## config.mk

```make
export PLATFORM = sky130hd
export DESIGN_NAME = display_scan_ctrl
export DESIGN_NICKNAME = d
export VERILOG_FILES = /design/src/rtl/disp_pkg.sv /design/src/rtl/scan_tick_gen.sv /design/src/rtl/display_scan_ctrl.sv
export SDC_FILE = /design/constraint.sdc
export NUM_CORES = 1
export LEC_CHECK = 0
export CAP_MARGIN = 20
export CORE_ASPECT_RATIO = 1.1
export CORE_MARGIN = 3
export CORE_UTILIZATION = 50
export DETAILED_ROUTE_END_ITERATION = 16
export PLACE_DENSITY = 0.77
export SLEW_MARGIN = 20
export SYNTH_ARGS = -nofsm -noshare
export SYNTH_HDL_FRONTEND = slang
export SYNTH_SLANG_ARGS = --single-unit
```

## constraint.sdc

```tcl
create_clock -name clk -period 6 [get_ports clk]
set_clock_uncertainty 0.1 [all_clocks]
set_input_delay 0.9 -clock clk [delete_from_list [all_inputs] [get_ports clk]]
set_output_delay 0.9 -clock clk [all_outputs]
set_load 0.02 [all_outputs]
```

## src/rtl/disp_pkg.sv

```systemverilog
// Shared widths and digit-extraction helper for the display scan controller.
package disp_pkg;
   localparam int SEL_W      = 3;
   localparam int NIB_W      = 4;
   localparam int MAX_DIGITS = 8;

   function automatic logic [NIB_W-1:0] get_digit(input logic [NIB_W*MAX_DIGITS-1:0] v,
                                                  input logic [SEL_W-1:0]            i);
      return v[NIB_W*i +: NIB_W];
   endfunction
endpackage

```

## src/rtl/scan_tick_gen.sv

```systemverilog
// Purpose: digit-slot prescaler, one tick every CLK_DIV enabled cycles.
// Latency: tick is combinational from the counter register and en.
// Backpressure: none; en=0 parks the counter at zero.
module scan_tick_gen #(
   parameter int CLK_DIV = 1000
) (
   input  logic clk,
   input  logic rst_n,
   input  logic en,
   output logic tick
);
   localparam int PW = (CLK_DIV > 2) ? $clog2(CLK_DIV) : 1;
   localparam logic [PW-1:0] LAST = PW'(CLK_DIV - 1);

   logic [PW-1:0] presc;

   assign tick = en & (presc == LAST);

   always_ff @(posedge clk or negedge rst_n) begin
      if (!rst_n) begin
         presc <= '0;
      end else if (!en || tick) begin
         presc <= '0;
      end else begin
         presc <= presc + PW'(1);
      end
   end
endmodule

```

## src/rtl/display_scan_ctrl.sv

```systemverilog
// Purpose: 8-digit multiplexed display scanner with per-frame snapshot and blanking guard.
// Latency: sel/nibble/blank are registered together from next-state values (1 cycle).
// Backpressure: none; en=0 holds sel, blanks, and makes the snapshot transparent.
// Optional: DISPLAY_SCAN_LEADING_ZERO_BLANK_EN suppresses leading zero digits.
module display_scan_ctrl
   import disp_pkg::*;
#(
   parameter int CLK_DIV    = 1000,
   parameter int BLANK_CYC  = 2,
   parameter int NUM_DIGITS = 8
) (
   input  logic                        clk,
   input  logic                        rst_n,
   input  logic                        en,
   input  logic [NIB_W*MAX_DIGITS-1:0] digit_data,
   input  logic [MAX_DIGITS-1:0]       blank_mask,
   output logic [SEL_W-1:0]            sel,
   output logic [NIB_W-1:0]            nibble,
   output logic                        blank,
   output logic                        frame_done
);
   localparam int GW = (CLK_DIV > 2) ? $clog2(CLK_DIV) : 1;
   localparam logic [SEL_W-1:0] LAST_SEL = SEL_W'(NUM_DIGITS - 1);

   logic                        tick;
   logic                        wrap;
   logic                        lz_nx;
   logic [SEL_W-1:0]            sel_nx;
   logic [GW-1:0]               guard;
   logic [GW-1:0]               guard_nx;
   logic [NIB_W*MAX_DIGITS-1:0] snap_data;
   logic [NIB_W*MAX_DIGITS-1:0] snap_data_nx;
   logic [MAX_DIGITS-1:0]       snap_mask;
   logic [MAX_DIGITS-1:0]       snap_mask_nx;

   scan_tick_gen #(.CLK_DIV(CLK_DIV)) u_tick (
      .clk   (clk),
      .rst_n (rst_n),
      .en    (en),
      .tick  (tick)
   );

   always_comb begin
      wrap   = tick && (sel == LAST_SEL);
      sel_nx = sel;
      if (tick) begin
         sel_nx = (sel == LAST_SEL) ? '0 : sel + 1'b1;
      end

      guard_nx = '0;
      if (en) begin
         if (tick) begin
            guard_nx = GW'(BLANK_CYC);
         end else if (guard != '0) begin
            guard_nx = guard - 1'b1;
         end
      end

      // Snapshot follows the inputs while idle so the first enabled frame shows live data.
      snap_data_nx = snap_data;
      snap_mask_nx = snap_mask;
      if (!en || wrap) begin
         snap_data_nx = digit_data;
         snap_mask_nx = blank_mask;
      end
   end

`ifdef DISPLAY_SCAN_LEADING_ZERO_BLANK_EN
   always_comb begin
      lz_nx = (sel_nx != '0);
      for (int k = 0; k < MAX_DIGITS; k++) begin
         if (k < NUM_DIGITS && k >= int'(sel_nx) &&
             get_digit(snap_data_nx, SEL_W'(k)) != '0) begin
            lz_nx = 1'b0;
         end
      end
   end
`else
   assign lz_nx = 1'b0;
`endif

   always_ff @(posedge clk or negedge rst_n) begin
      if (!rst_n) begin
         sel        <= '0;
         guard      <= '0;
         snap_data  <= '0;
         snap_mask  <= '0;
         nibble     <= '0;
         blank      <= 1'b1;
         frame_done <= 1'b0;
      end else begin
         sel        <= sel_nx;
         guard      <= guard_nx;
         snap_data  <= snap_data_nx;
         snap_mask  <= snap_mask_nx;
         nibble     <= get_digit(snap_data_nx, sel_nx);
         blank      <= ~en | (guard_nx != '0) | snap_mask_nx[sel_nx] | lz_nx;
         frame_done <= wrap;
      end
   end
endmodule

```

==> metrics.txt <==
status finished clean; Crit path max-delay family buffers and inverters; Yosys top cell area share 0.518; initial antenna violation count 0; CTS root buffer clkbuf_8; EDFF count, synth 0; number of post-CTS setup repair buffers 0; Syn Inst Count 358; gpl congestion 0.884; RSZ-0062 raised after global routing no; Yosys Warn Count 0; layout cell share with drive strength beyond 1 0.0779; CTS tree yes; f_max 310 MHz; largest fanout on the critical path 21; Worst slew margin 0.426; n_diodes 0; Fin. Hold Viols 0; FP Rows 30; Max stage delay cell, worst path o41a_1; Initial Utilization 0.524; Req. time, crit path 6140 ps; TNS Setup 0 ps; Max VDD drop 0.178 mV; area of the core 6270 um2; hold-critical path depth 2; overall routing resource usage 0.195; LEAKAGE 1.91 nW; Seq cells post-synth 69; Die Width 83.3 um; sequential share of power 0.470; Area contributors post-synth dfrtp_1 (52%), nand2_1 (12%), a21oi_1 (5.6%), nor2_1 (3.3%), o21ai_0 (2.9%); Design Power 1.17 mW; P&R area growth vs syn 22.5%; CTS Buf Count 9; DP HPWL 4.92 mm; Resize count post-CTS 0; clk slew on worst S/H paths 60 ps; Post-Syn Nets 405; Avg Synthesized Cell Area 9.18 um2; vias in the first global route 2474; Int Pwr 0.825 mW; Hold Path Class flop to flop; via count 2600; grt ovf 0; min Tclk post-route 3220 ps; PD cells 290 nW/um2; Seq/Total Area, Yosys 0.526; crit-path cells clkdlybuf4s50_1 -> o41a_1 -> buf_4 -> mux2_4 -> mux2i_1 -> o32a_1 -> nand4_1; die height 91.0 um; number of max-cap violations 0; # DRC 0; Clk pwr share 0.293; CP Launch Type input pin; commonest non-fill, non-tap cell in the layout nand2_1; pin count of the biggest net entering global routing 70; hold buffers post-CTS 0; final wirelength 7.00 mm; Yosys top cell by area dfrtp_1; CP arrival 3370 ps; Sink Count 69; placed cell count 476; vias per cell 5.30; CP peak stage delay 700 ps; Worst Tran Pin Value 861 ps; final slew viol count 0; drt first pass iters 4; Switching Share 0.293; type of the worst setup path input pin to flop; Net Sw Power 0.343 mW; CP endpoint kind flop; R2R cell count 9; Netlist cell types 43; DIE AREA 7580 um2; most frequent cells in the layout nand2_1 (104), dfrtp_1 (68), clkdlybuf4s50_1 (50), a21oi_1 (37), nor2_1 (29); Layout Nets 454; Port Buffers 51; # setup viols final 0; Ports 52; clock buffer depth 2; Final Cycle Share 0.537; ys async rst share 1.00; Routed WL per cell 14.3 um; non-filler cells, final 491; number of cells on the critical path 7; worst skew pair latency 330 ps; first-pass GRT wire length 11.7 mm; Comb power frac 0.237; Top FF cell, synth dfrtp_1; Buf+Inv Stages, Crit Path 2; H-tree level count 3; Mapped Area 3290 um2; Final ANT Viol Nets 0; initial DRC count 152
state kept, by name, indices dropped and copies added (netlist names):
| register | count |
|---|---|
| snap_mask | 8 |
| blank | 1 |
| frame_done | 1 |
| u_tick.presc | 10 |
| nibble | 4 |
| guard | 10 |
| snap_data | 32 |
| sel | 3 |
worst paths after layout:
kind	startpoint	endpoint	slack, ps
worst max register to register	sel[0]	blank	3020
worst min register to register	snap_data[31]	snap_data[31]	360
worst min-delay path	snap_data[31]	snap_data[31]	360
worst max-delay path	en	blank	2780
max in group asynchronous	rst_n	snap_data[28]	4590
min in group asynchronous	rst_n	guard[3]	650
cell type report:
type | instances | area, um2
flip-flops and latches | 69 | 1730
inverters | 8 | 30.0
well taps | 80 | 100
fillers | 520 | 2240
clock buffers | 14 | 173
repair buffers | 55 | 536
multi-input cells | 264 | 1460
clock inverters | 1 | 5.00
layer usage:
layer / routed length (um) / GRT usage / share of wire / up-vias
met5: 0 / 0 / 0 / -
met4: 190 / 0.104 / 0.027 / 0
met3: 302 / 0.0327 / 0.043 / 16
met2: 3330 / 0.307 / 0.48 / 65
met1: 3180 / 0.257 / 0.45 / 1222
li1: - / - / - / 1297
stage by stage:
step / setup WS (ps) / hold slack, ps / utilization / area (um2)
final: 2780 / 363 / 0.643 / 4030
after global routing: 2600 / 385 / 0.643 / 4030
after CTS: 2800 / 365 / 0.643 / 4030
after detailed placement: 2430 / 350 / 0.614 / 3850
after global placement: 2410 / 343 / 0.614 / 3850
after floorplan: 3640 / 333 / - / 3290
power groups by stage:
stage	logic (mW)	registers [mW]	clock network [mW]
floorplan	0.202	0.551	0
global placement	0.270	0.556	0
detailed placement	0.276	0.557	0
CTS	0.280	0.549	0.351
global route	0.310	0.555	0.370
finish	0.277	0.549	0.342
worst min-delay path, cell delays in order (launching register included):
cell	delay [ps]
dfrtp_1	320
nand2_1	60
nand2_1	50
cell usage after synthesis (all sizes together), types with 2 or more instances:
master / count
nand2: 104
nand4b: 2
or3: 2
nand3: 6
nor2: 29
buf: 9
nor3: 3
inv: 7
nand2b: 4
xor2: 7
mux2: 8
mux2i: 5
xnor2: 7
clkbuf: 8
a21oi: 37
ha: 4
nand4: 6
o32a: 2
nor4: 2
dfrtp: 68
and3: 4
o21ai: 19
cell families (layout without fill, tap and decap cells):
kind of cell	after synthesis	after routing	share of synthesized area
compound gates	65	65	0.112
simple gates	168	168	0.228
buf+inv	25	78	0.0346
flops	69	69	0.526
mux	13	13	0.0472
fa+ha+maj	4	4	0.0152
xor+xnor	14	14	0.0373
Power figures use the tool's default switching activity.
